## src/rtl/dvi_link_sequencer.sv

```systemverilog
// dvi_link_sequencer: drives the three DVI TMDS encoders from raw display timing, gating video to whole frames
// Ports: i_clk/i_rst (sync, active-high); i_en link enable level; i_hsync/i_vsync/i_de/i_r/i_g/i_b raw timing and pixel;
//        o_de/o_ctrl_b/o_ctrl_g/o_ctrl_r/o_data_r/o_data_g/o_data_b encoder inputs; o_state link phase; o_frame_start frame pulse
module dvi_link_sequencer #(
  parameter int STARTUP_CYCLES = 1024
) (
  input  logic       i_clk,
  input  logic       i_rst,
  input  logic       i_en,
  input  logic       i_hsync,
  input  logic       i_vsync,
  input  logic       i_de,
  input  logic [7:0] i_r,
  input  logic [7:0] i_g,
  input  logic [7:0] i_b,
  output logic       o_de,
  output logic [1:0] o_ctrl_b,
  output logic [1:0] o_ctrl_g,
  output logic [1:0] o_ctrl_r,
  output logic [7:0] o_data_r,
  output logic [7:0] o_data_g,
  output logic [7:0] o_data_b,
  output logic [1:0] o_state,
  output logic       o_frame_start
);
  localparam int CW = $clog2(STARTUP_CYCLES + 1);
  typedef enum logic [2:0] {IDLE, STARTUP, WAIT_FRAME, ACTIVE, DRAIN} state_t;
  state_t state, state_nxt;
  logic [CW-1:0] cnt;
  logic vsync_q, fb, fe, video, pix;
  assign fb = vsync_q & ~i_vsync;
  assign fe = ~vsync_q & i_vsync;
  assign video = state == ACTIVE || state == DRAIN;
  assign pix = video & i_de;
  // DRAIN is externally indistinguishable from ACTIVE
  assign o_state = state == DRAIN ? 2'd3 : state[1:0];
  assign o_ctrl_g = 2'b00;
  assign o_ctrl_r = 2'b00;
  always_comb begin
    state_nxt = state;
    case (state)
      IDLE:       state_nxt = i_en ? STARTUP : IDLE;
      STARTUP:    state_nxt = !i_en ? IDLE : cnt == CW'(STARTUP_CYCLES - 1) ? WAIT_FRAME : STARTUP;
      WAIT_FRAME: state_nxt = !i_en ? IDLE : fb ? ACTIVE : WAIT_FRAME;
      ACTIVE:     state_nxt = i_en ? ACTIVE : DRAIN;
      DRAIN:      state_nxt = i_en ? ACTIVE : fe ? IDLE : DRAIN;
      default:    state_nxt = IDLE;
    endcase
  end
  always_ff @(posedge i_clk) begin
    if (i_rst) begin
      state         <= IDLE;
      cnt           <= '0;
      vsync_q       <= 1'b0;
      o_de          <= 1'b0;
      o_ctrl_b      <= 2'b00;
      o_data_r      <= 8'h00;
      o_data_g      <= 8'h00;
      o_data_b      <= 8'h00;
      o_frame_start <= 1'b0;
    end else begin
      state         <= state_nxt;
      cnt           <= state == IDLE ? '0 : state == STARTUP ? cnt + CW'(1) : cnt;
      vsync_q       <= i_vsync;
      o_de          <= pix;
      o_ctrl_b      <= state == IDLE ? 2'b00 : {i_vsync, i_hsync};
      o_data_r      <= pix ? i_r : 8'h00;
      o_data_g      <= pix ? i_g : 8'h00;
      o_data_b      <= pix ? i_b : 8'h00;
      o_frame_start <= fb & (video | state == WAIT_FRAME);
    end
  end
endmodule

```

## config.mk

```make
export PLATFORM = sky130hd
export DESIGN_NAME = dvi_link_sequencer
export DESIGN_NICKNAME = d
export VERILOG_FILES = /design/src/rtl/dvi_link_sequencer.sv
export SDC_FILE = /design/constraint.sdc
export NUM_CORES = 1
export LEC_CHECK = 0
export ABC_AREA = 1
export BUFFER_PORTS_ARGS = -buffer_cell sky130_fd_sc_hd__buf_2
export CORE_UTILIZATION = 52
export CTS_BUF_LIST = sky130_fd_sc_hd__clkbuf_16
export CTS_CLUSTER_DIAMETER = 120
export CTS_CLUSTER_SIZE = 10
export DETAILED_ROUTE_END_ITERATION = 8
export GPL_ROUTABILITY_DRIVEN = 0
export PLACE_DENSITY = 0.9
export SLEW_MARGIN = 10
export SYNTH_ARGS = -nofsm -noshare
export SYNTH_HDL_FRONTEND = slang
export SYNTH_SLANG_ARGS = --single-unit
```

## constraint.sdc

```tcl
create_clock -name i_clk -period 2.54 [get_ports i_clk]
set_input_delay 0.254 -clock i_clk [delete_from_list [all_inputs] [get_ports i_clk]]
set_output_delay 0.254 -clock i_clk [all_outputs]
set_load 0.05 [all_outputs]
```

==> results.toml <==
[min_path]
min_path_type = "primary input to flop"
min_path_cells = 3

[synthesis]
synth_area_um2 = 1770
synth_top_area_cell = "dfxtp_1"
avgSynthCellArea_um2 = 8.48
ys_ff_latch = 43
ys_warn_count = 0
synth_top_cell_area_share_pct = 48.6
synth.distinct_cells = 22
yosysSeqAreaShare_pct = 48.6
synth_area_leaders = "dfxtp_1, nor2_4, inv_1"
synthCells = 209

[placed_design]
placed_cells = 309
port_buffers = 59
dp_slack_ns = 0.950
dp_hpwl_um = 2520

[floorplanning]
dieArea_um2 = 3640
core_region_area_um2 = 3150
ioPinCount = 64
num_rows = 20
start_util_pct = 56.2
die_y_um = 60.4
fp.dieW_um = 60.4

[setup_path]
regToRegSetupSlack_ns = 0.93
critical_path_required_ns = 2.74
setup.worst_path.start_class = "flop"
crit_top_cell = "nand2_2"
crit_path_end = "o_data_b[7]"
r2r-start = "state[1]"
path_cells = "inv_2 > nor2_2 > nand2_2 > nand2_2 > nand3_4 > nor2_1"
r2r_cells = 6
worstSetupPathType = "flop to flop"
rr_endpoint = "o_data_b[7]"
end_kind = "flop"
cp.arrival_ns = 1.81
max_stage_delay_ns = 0.46
slowest_stage = "nand3_4"
crit_start = "state[1]"
cp_max_fo = 25

[cts]
clock_path_buffers = 2
cts_setup_buffers = 0
clock-sinks = 43
cts_hold_buf = 0
insertion_delay_ns = 0.28
numCtsBuffers = 5
cts-resized-gates = 0
cts_root_buffer = "clkbuf_16"
clk_pin_slew_ns = 0.06
cts_tree = "built"
htree_levels = 2

[finish]
final_common_cell = "buf_2"
mostFrequentLayoutCells = "buf_2, inv_1, dfxtp_1"
post-route-util_pct = 69.9
n_antenna_cell = 0
syn_to_final_growth_pct = 24.4
layout.nets = 303
final_layout_size_suffix_gt1_share_pct = 36.3
stdcell_count = 317

[sta]
worst_pin_slew_ns = 0.668
max_slew_margin_pct = 55.5
hold_violations = 0
fmax_mhz = 621
finalSetupViolations = 0
rsz0062_at_grt = "false"
period_minus_slack_ns = 1.61
setup_ws_ns = 0.929
drv_slew = 0
finalSetupTns_ns = 0
min_period_over_period_pct = 63.4
fin_skew_ns = 0.00636
hold_ws_ns = 0.179

[route]
via_per_inst = 4.56
detail-route-antenna-nets = 0
route.detailed.drc = 0
vias = 1445
drt_iter0_markers = 56
routed_wl_um = 3370
routedWlPerCell_um = 10.6
drt_first_pass_iters = 5

[global_routing]
met2_usage_pct = 34.7
track_usage_pct = 20.0
grt_first_pass_wirelength_um = 5240
grt-ovfl-total = 0
grt_use_met1_pct = 21.5
antenna_found_initial = 0
groute.layer.met3.usage_pct = 6.61
grt.busiest_layer = "met2"
grt_pass1_vias = 1251
grt_max_degree = 26

[run_status]
status = "completed"

[job]
max_cap_viol_count = 0

[power_and_ir_drop]
p_leak_uw = 0.00110
ir_drop_mv = 0.565
power-per-cell-area_nw_per_um2 = 619
==> per-layer routing <==
layer	vias to the layer above	wire length [µm]	share of wire, %
li1	734	-	-
met1	652	1290	38
met2	51	1780	53
met3	8	219	6.5
met4	0	83	2.5
met5	-	0	0
==> where the power goes <==
group / leakage, µW / switching, µW / internal [µW]
clock network: 0.0000710 / 245 / 358
registers: 0.000347 / 2.72 / 677
logic: 0.000685 / 55.7 / 26.1
total: 0.00110 / 304 / 1060
==> registers in the layout, summed over array words and instances, names as in the netlist <==
signal and flops:
cnt 11, o_ctrl_b 2, o_data_b 8, o_data_g 8, o_data_r 8, o_de 1, o_frame_start 1, state 3
vsync_q 1
==> critical path: cells and delay by family (launching register included) <==
| kind | cells | cell delay [ns] |
|---|---|---|
| buf+inv | 1 | 0.06 |
| flops | 1 | 0.39 |
| simple gates | 5 | 1.04 |
==> cells by family (layout without fill, tap and decap cells) <==
kind of cell | count (synthesis) | count (layout) | synth area share (%)
compound gates | 12 | 12 | 3.60
xor+xnor | 1 | 1 | 0.494
fa+ha+maj | 1 | 1 | 0.706
buf+inv | 52 | 113 | 13.7
flops | 43 | 43 | 48.6
other cells | 1 | 4 | 0.212
simple gates | 99 | 99 | 32.7
==> Yosys cell counts, drive strengths merged <==
cell,number
a21oi,9
buf,6
conb,1
dfxtp,43
ha,1
inv,46
nand2,36
nand3,10
nand3b,1
nand4,3
nor2,48
nor3,1
o21ai,3
xor2,1
==> how the worst min path moves through the flow <==
| stage | startpoint | end |
|---|---|---|
| floorplan | i_rst | vsync_q |
| global placement | cnt[10] | cnt[10] |
| detailed placement | cnt[10] | cnt[10] |
| CTS | i_g[7] | o_data_g[7] |
| global route | i_b[1] | o_data_b[1] |
| finish | i_g[7] | o_data_g[7] |
==> per-stage QoR <==
step           area (µm²)  total power (µW)
4_1_cts              2200              1370
6_report             2200              1370
3_3_place_gp         2060               774
2_1_floorplan        1780               750
5_1_grt              2200              1410
3_5_place_dp         2060               776
==> layout make-up <==
type / instances / area, µm²
Clock inverter: 3 / 16.3
Sequential cell: 43 / 861
Clock buffer: 5 / 125
Fill cell: 248 / 948
Inverter: 46 / 173
Tap cell: 44 / 55.1
Multi-Input combinational cell: 117 / 679
Timing Repair Buffer: 59 / 295
Power figures use the tool's default switching activity.
